===== config.mk =====
export PLATFORM = sky130hd
export DESIGN_NAME = dense_layer
export DESIGN_NICKNAME = d
export VERILOG_FILES = /design/src/rtl/pkg_parameters.sv /design/src/rtl/dense_mac.sv /design/src/rtl/dense_layer.sv
export SDC_FILE = /design/constraint.sdc
export NUM_CORES = 2
export LEC_CHECK = 0
export BUFFER_PORTS_ARGS = -buffer_cell sky130_fd_sc_hd__clkbuf_2
export CORE_MARGIN = 4
export CORE_UTILIZATION = 52
export CTS_CLUSTER_SIZE = 40
export DETAILED_ROUTE_END_ITERATION = 8
export PLACE_DENSITY = 0.77
export SYNTH_ARGS = -nofsm -noshare
export SYNTH_HDL_FRONTEND = slang
export SYNTH_HIERARCHICAL = 1
export SYNTH_SLANG_ARGS = --single-unit

===== constraint.sdc =====
create_clock -name clk_i -period 13.8 [get_ports clk_i]
set_input_delay 1.38 -clock clk_i [delete_from_list [all_inputs] [get_ports clk_i]]
set_output_delay 1.38 -clock clk_i [all_outputs]
set_load 0.01 [all_outputs]

===== src/rtl/pkg_parameters.sv =====
// ---------------------------------------------------------------------------
// pkg_parameters
// Shared constants and types for the dense (fully connected) layer.
//   FEATURE_MAP_RESOLUTION : bit width of signed data, weight, bias and result words
//   DENSE_WEIGHTS_ADDRWIDE : width of the external weight memory address
//   dense_state_t          : sequencing states of dense_layer
// ---------------------------------------------------------------------------
package pkg_parameters;

    localparam int FEATURE_MAP_RESOLUTION = 8;
    localparam int DENSE_WEIGHTS_ADDRWIDE = 10;

    typedef enum logic [1:0] {
        IDLE      = 2'd0,
        FETCH     = 2'd1,
        DRAIN     = 2'd2,
        OUT_VALID = 2'd3
    } dense_state_t;

endpackage


===== src/rtl/dense_mac.sv =====
// ---------------------------------------------------------------------------
// dense_mac
// Multiply-accumulate for one output neuron, followed by fixed-point
// rescaling (arithmetic shift right, truncating) and saturation.
//
// Optional feature: `define DENSE_RELU_EN to clamp negative results to 0.
//
// Ports
//   clk     : clock, rising edge
//   rst     : asynchronous active-high reset, clears the accumulator
//   mac_en  : accumulate data * weight this cycle
//   bias_en : weight carries the bias; result includes bias << FRAC_BITS
//   clear   : synchronous accumulator clear (end of a neuron)
//   data    : signed input element
//   weight  : signed weight or bias word
//   result  : rescaled, saturated neuron output (combinational)
// ---------------------------------------------------------------------------
module dense_mac
    import pkg_parameters::*;
#(
    parameter int IN_SIZE   = 40,
    parameter int FRAC_BITS = 4
) (
    input  logic                                     clk,
    input  logic                                     rst,
    input  logic                                     mac_en,
    input  logic                                     bias_en,
    input  logic                                     clear,
    input  logic signed [FEATURE_MAP_RESOLUTION-1:0] data,
    input  logic signed [FEATURE_MAP_RESOLUTION-1:0] weight,
    output logic signed [FEATURE_MAP_RESOLUTION-1:0] result
);

    localparam int R     = FEATURE_MAP_RESOLUTION;
    localparam int ACC_W = 2 * R + $clog2(IN_SIZE) + 1;

    // One guard bit above the accumulator so the bias add cannot wrap.
    localparam logic signed [ACC_W:0] SAT_MAX = (ACC_W + 1)'(2 ** (R - 1) - 1);
    localparam logic signed [ACC_W:0] SAT_MIN = -SAT_MAX - 1;

    logic signed [ACC_W-1:0] acc_reg;
    logic signed [2*R-1:0]   product;
    logic signed [ACC_W:0]   bias_term;
    logic signed [ACC_W:0]   sum_full;
    logic signed [ACC_W:0]   shifted;
    logic signed [R-1:0]     sat_value;

    assign product = data * weight;

    always_ff @(posedge clk or posedge rst) begin
        if (rst) begin
            acc_reg <= '0;
        end else if (clear) begin
            acc_reg <= '0;
        end else if (mac_en) begin
            acc_reg <= acc_reg + ACC_W'(product);
        end
    end

    // The bias word arrives on the same cycle the result is consumed, so it
    // is folded in combinationally rather than through the accumulator.
    always_comb begin
        bias_term = '0;
        if (bias_en) begin
            bias_term = (ACC_W + 1)'(weight) <<< FRAC_BITS;
        end
        sum_full = (ACC_W + 1)'(acc_reg) + bias_term;
        shifted  = sum_full >>> FRAC_BITS;
    end

    always_comb begin
        if (shifted > SAT_MAX) begin
            sat_value = SAT_MAX[R-1:0];
        end else if (shifted < SAT_MIN) begin
            sat_value = SAT_MIN[R-1:0];
        end else begin
            sat_value = shifted[R-1:0];
        end
    end

`ifdef DENSE_RELU_EN
    assign result = sat_value[R-1] ? '0 : sat_value;
`else
    assign result = sat_value;
`endif

endmodule


===== src/rtl/dense_layer.sv =====
// ---------------------------------------------------------------------------
// dense_layer
// Fully connected layer. Registers a flattened input vector, then for each
// output neuron j streams weights j*(IN+1)+0..IN-1 and the bias at
// j*(IN+1)+IN from an external memory with one-cycle read latency, and
// stores the rescaled neuron result. The full result vector is presented
// with valid/ready until accepted.
//
// Optional feature: `define DENSE_RELU_EN (applied inside dense_mac).
//
// Ports
//   clk_i           : clock, rising edge
//   rst_i           : asynchronous active-high reset
//   flatten_valid_i : input vector valid
//   flatten_data_i  : signed input vector [DENSE_IN_SIZE]
//   flatten_ready_o : block idle and able to accept a vector
//   weight_addr_o   : weight memory read address (0 when not fetching)
//   weight_data_i   : weight/bias word, one cycle after its address
//   dense_valid_o   : result vector valid
//   dense_data_o    : signed result vector [DENSE_OUT_SIZE]
//   dense_ready_i   : downstream accepts the result
// ---------------------------------------------------------------------------
module dense_layer
    import pkg_parameters::*;
#(
    parameter int DENSE_IN_SIZE  = 40,
    parameter int DENSE_OUT_SIZE = 10,
    parameter int FRAC_BITS      = 4
) (
    input  logic                                     clk_i,
    input  logic                                     rst_i,
    input  logic                                     flatten_valid_i,
    input  logic signed [FEATURE_MAP_RESOLUTION-1:0] flatten_data_i [DENSE_IN_SIZE],
    output logic                                     flatten_ready_o,
    output logic        [DENSE_WEIGHTS_ADDRWIDE-1:0] weight_addr_o,
    input  logic signed [FEATURE_MAP_RESOLUTION-1:0] weight_data_i,
    output logic                                     dense_valid_o,
    output logic signed [FEATURE_MAP_RESOLUTION-1:0] dense_data_o [DENSE_OUT_SIZE],
    input  logic                                     dense_ready_i
);

    localparam int R   = FEATURE_MAP_RESOLUTION;
    localparam int AW  = DENSE_WEIGHTS_ADDRWIDE;
    localparam int I_W = $clog2(DENSE_IN_SIZE + 1);
    localparam int J_W = (DENSE_OUT_SIZE > 1) ? $clog2(DENSE_OUT_SIZE) : 1;

    localparam logic [I_W-1:0] I_LAST     = I_W'(DENSE_IN_SIZE);
    localparam logic [J_W-1:0] J_LAST     = J_W'(DENSE_OUT_SIZE - 1);
    localparam logic [AW-1:0]  ROW_STRIDE = AW'(DENSE_IN_SIZE + 1);

    dense_state_t state_reg;
    dense_state_t state_next;

    logic signed [R-1:0] x_reg [DENSE_IN_SIZE];
    logic [I_W-1:0]      i_reg;
    logic [J_W-1:0]      j_reg;
    logic [AW-1:0]       base_reg;        // j * (DENSE_IN_SIZE + 1)
    logic                data_valid_reg;  // weight_data_i holds a requested word
    logic [I_W-1:0]      idx_reg;         // element index of that word
    logic signed [R-1:0] x_sel;
    logic signed [R-1:0] mac_result;
    logic                accept;

    assign accept = flatten_valid_i && flatten_ready_o;

    // ---------------- FSM: state register ----------------
    always_ff @(posedge clk_i or posedge rst_i) begin
        if (rst_i) begin
            state_reg <= IDLE;
        end else begin
            state_reg <= state_next;
        end
    end

    // ---------------- FSM: next state ----------------
    always_comb begin
        state_next = state_reg;
        case (state_reg)
            IDLE:      if (accept) state_next = FETCH;
            FETCH:     if (i_reg == I_LAST) state_next = DRAIN;
            DRAIN:     state_next = (j_reg == J_LAST) ? OUT_VALID : FETCH;
            OUT_VALID: if (dense_ready_i) state_next = IDLE;
            default:   state_next = IDLE;
        endcase
    end

    // ---------------- FSM: outputs ----------------
    always_comb begin
        flatten_ready_o = (state_reg == IDLE) && !rst_i;
        dense_valid_o   = (state_reg == OUT_VALID);
        weight_addr_o   = '0;
        if (state_reg == FETCH) begin
            weight_addr_o = base_reg + AW'(i_reg);
        end
    end

    // ---------------- counters and input capture ----------------
    always_ff @(posedge clk_i or posedge rst_i) begin
        if (rst_i) begin
            for (int k = 0; k < DENSE_IN_SIZE; k++) begin
                x_reg[k] <= '0;
            end
            i_reg          <= '0;
            j_reg          <= '0;
            base_reg       <= '0;
            data_valid_reg <= 1'b0;
            idx_reg        <= '0;
        end else begin
            data_valid_reg <= (state_reg == FETCH);
            idx_reg        <= i_reg;
            case (state_reg)
                IDLE: begin
                    // Only captured here, so a vector offered mid-computation
                    // cannot disturb the operands in use.
                    if (accept) begin
                        x_reg    <= flatten_data_i;
                        i_reg    <= '0;
                        j_reg    <= '0;
                        base_reg <= '0;
                    end
                end
                FETCH: begin
                    i_reg <= (i_reg == I_LAST) ? '0 : i_reg + 1'b1;
                end
                DRAIN: begin
                    j_reg    <= j_reg + 1'b1;
                    base_reg <= base_reg + ROW_STRIDE;
                end
                default: ;
            endcase
        end
    end

    // Input element that pairs with the weight now on weight_data_i.
    always_comb begin
        x_sel = '0;
        for (int k = 0; k < DENSE_IN_SIZE; k++) begin
            if (idx_reg == I_W'(k)) begin
                x_sel = x_reg[k];
            end
        end
    end

    dense_mac #(
        .IN_SIZE   (DENSE_IN_SIZE),
        .FRAC_BITS (FRAC_BITS)
    ) u_mac (
        .clk     (clk_i),
        .rst     (rst_i),
        .mac_en  (data_valid_reg && (idx_reg != I_LAST)),
        .bias_en (data_valid_reg && (idx_reg == I_LAST)),
        .clear   (state_reg == DRAIN),
        .data    (x_sel),
        .weight  (weight_data_i),
        .result  (mac_result)
    );

    // ---------------- result slots ----------------
    for (genvar gi = 0; gi < DENSE_OUT_SIZE; gi++) begin : g_slot
        logic signed [R-1:0] slot_reg;

        always_ff @(posedge clk_i or posedge rst_i) begin
            if (rst_i) begin
                slot_reg <= '0;
            end else if ((state_reg == DRAIN) && (j_reg == J_W'(gi))) begin
                slot_reg <= mac_result;
            end
        end

        assign dense_data_o[gi] = slot_reg;
    end

endmodule


==> flow_summary_export.csv <==
group,metric,value,unit
timing,worstMarginPinSlew,1370,ps
clock_tree,cts_tree,"yes",
detailed_routing,routed_wl,85230,um
min_path,min_path_cells,2,
min_path,hp-start,"x_reg[261]$_DFFE_PP0P_",
clock_tree,hold_buffers,0,
final_layout,drive_gt1_frac,0.2038,
yosys,post-synth-top-area-fraction,0.4174,
job,drv_cap,0,
critical_path,r2r_cells,23,
clock_tree,clk_latency,610,ps
yosys,synth-seq-cells,452,
clock_tree,cts-root-buf,"clkbuf_16",
final_layout,seqCellArea,0.01132,mm^2
global_route,grt_pass1_wl,132800,um
detailed_routing,remaining_drc_errors,0,
clock_tree,clockBufferDepth,3,
clock_tree,cts_setup_buffers,0,
timing,skew,29.74,ps
final_layout,nNetsFinal,3846,
clock_tree,cts_resized,0,
yosys,synth_cells,3006,
floorplan,initial_core_util,0.5271,
timing,hold_ws,470.9,ps
floorplan,rows,83,
detailed_routing,vias,23572,
critical_path,r2r_setup_slack,4250,ps
min_path,min_path_type,"reg -> reg",
yosys,ys.flop_type,"dfrtp_1",
min_path,min_to,"x_reg[261]$_DFFE_PP0P_",
global_route,grt_start_max_net_pins,226,
yosys,yosysMostFrequentCell,"nand2_1",
critical_path,reg2reg_to,"u_mac/acc_reg[22]$_DFFE_PP0P_",
detailed_routing,drtIter0Drc,2601,
clock_tree,htree_num_levels,2,
floorplan,io_pins,424,
yosys,netlist_top_cells_count,"nand2_1 (1,091), dfrtp_1 (452), inv_1 (131), mux2_2 (106), fa_1 (102)",
global_route,grt_usage,0.2992,
yosys,yosys-top-cells-area,"dfrtp_1 (42%), nand2_1 (15%), fa_1 (7.5%)",
yosys,yosysWarnings,6,
timing,hold_viol,0,
detailed_routing,first_pass_iters,8,
timing,fmax,104.7,MHz
timing,rsz0062_at_grt,"false",
yosys,syn_area,0.02710,mm^2
clock_tree,path_clk_slew,70,ps
timing,setup-tns-final,0,ps
global_route,grt_pass1_vias,23276,
critical_path,worst-setup-path-type,"reg -> reg",
yosys,synth_edf_count,0,
yosys,syn_area_per_cell,9.014,um^2
timing,slew_headroom,0.08654,
critical_path,crit_path_top_delay_cell,"dfrtp_4",
yosys,synthArstFlopShare,1.000,
critical_path,r2r-start,"idx_reg[0]$_DFF_PP0_",
outcome,status,"completed",
clock_tree,cts_buffers,48,
yosys,ys_types,99,
placement,hpwlAfterDp,62700,um
detailed_routing,wl_per_cell,21.04,um
final_layout,area_growth,14.91,%
global_route,antenna_found_initial,8,
critical_path,cp_cell_sequence,"buf_4 -> and2_1 -> a221oi_1 -> o31ai_1 -> nand2_1 -> nand4_1 -> and2_1 -> inv_1 -> fa_1 -> inv_1 -> fa_1 -> fa_1 -> fa_1 -> fa_1 -> ha_1 -> o21a_1 -> o31a_1 -> o21ba_2 -> o21ai_0 -> a21oi_1 -> a221oi_1 -> a221oi_1 -> a2111oi_0",
clock_tree,cts_sinks,452,
floorplan,dieArea,0.05582,mm^2
yosys,yosys.area.top_type,"dfrtp_1",
detailed_routing,antenna_left,0,
critical_path,crit_top_cell,"fa_1",
timing,fin_crit,9547,ps
detailed_routing,viasPerCell,5.819,
final_layout,largest_reg_flops,320,
critical_path,crit_path_end_kind,"flip-flop",
timing,setup_viol,0,
critical_path,cpPeakStageDelay,960,ps
yosys,synthesis.nets,3524,
yosys,yosysSeqAreaShare,0.4174,
critical_path,worstSetupStartpointType,"flip-flop",
timing,finalCritPeriodShare,0.6918,
final_layout,fin_util,0.6057,
placement,io_buffers,423,
floorplan,die_w,236.3,um
critical_path,crit_required,14260,ps
timing,report.final.slew_viol_count,0,
placement,routabilityCongestion,0.9543,
final_layout,multi_input_area,0.01450,mm^2
final_layout,fillers,4339,
floorplan,core_area,0.05141,mm^2
critical_path,cp.arrival,10010,ps
critical_path,path_max_fanout,57,
global_route,overflow,0,
floorplan,die_h,236.3,um
==> cells by family after synthesis <==
logic type	Yosys count	share of synthesized area
AOI/OAI and AO/OA	443	0.1106
xor gates and xnor gates	34	0.01099
adders and majority gates	186	0.1141
buffers and inverters	305	0.04844
DFF	452	0.4174
muxes	175	0.07698
and+or+nand+nor	1411	0.2214
==> per-layer routing <==
layer / GRT usage / vias up / part of all wire / wire length (um)
met5: 0 / - / 0.00043 / 37
met3: 0.06582 / 225 / 0.097 / 8243
li1: - / 10696 / - / -
met2: 0.4632 / 1233 / 0.45 / 38710
met1: 0.4168 / 11412 / 0.41 / 34630
met4: 0.1132 / 6 / 0.042 / 3605
==> worst max path at each step <==
stage / cells past startpoint / endpoint / start / slack, ps
finish: 23 / u_mac/acc_reg[22]$_DFFE_PP0P_ / idx_reg[0]$_DFF_PP0_ / 4250
global route: 23 / u_mac/acc_reg[22]$_DFFE_PP0P_ / idx_reg[0]$_DFF_PP0_ / 3640
global placement: 23 / u_mac/acc_reg[22]$_DFFE_PP0P_ / idx_reg[0]$_DFF_PP0_ / 4650
floorplan: 1 / base_reg[0]$_DFFE_PP0P_ / rst_i / 470
CTS: 23 / u_mac/acc_reg[22]$_DFFE_PP0P_ / idx_reg[0]$_DFF_PP0_ / 4380
detailed placement: 23 / u_mac/acc_reg[22]$_DFFE_PP0P_ / idx_reg[0]$_DFF_PP0_ / 4400
==> layout by cell type, fill, tap and decap left out, types with 18 or more instances in the layout <==
master,instances
nand2_1,1090
dfrtp_1,448
clkbuf_2,423
inv_1,130
mux2_2,106
fa_1,102
o21ai_0,96
a21oi_1,96
nor2_1,86
ha_1,84
mux2i_1,52
clkbuf_16,49
and2_1,46
nor3_1,35
nand3_1,32
xnor2_1,25
o221ai_1,25
o22ai_1,25
nor2b_1,20
nand2b_1,19
a21o_1,18
==> area by class of cell <==
type	instances	share of cell area
multi-input combinational	2249	0.4657
sequential	452	0.3636
timing repair buffer	441	0.07354
clock buffer	68	0.04489
tap	680	0.02733
inverter	136	0.01664
clock inverter	20	0.007917
antenna	5	0.0004019
==> metrics by stage <==
step	setup WS, ps	std cells	instance area (um^2)
floorplan	473.4	3006	27100
global placement	4650	3958	29480
detailed placement	4398	3958	29480
CTS	4378	4046	31120
global route	3643	4051	31130
finish	4253	4051	31130
==> worst max-delay path, delay by kind of cell (launching register included) <==
family | cells | cell delay, ps
fa+ha+maj | 6 | 2850
buf+inv | 3 | 880
flops | 1 | 960
simple gates | 4 | 2080
compound gates | 10 | 2570
Power is left out: the tool's default activity adds up to more than one toggle a clock period on the data nets, which glitch-free logic cannot reach.
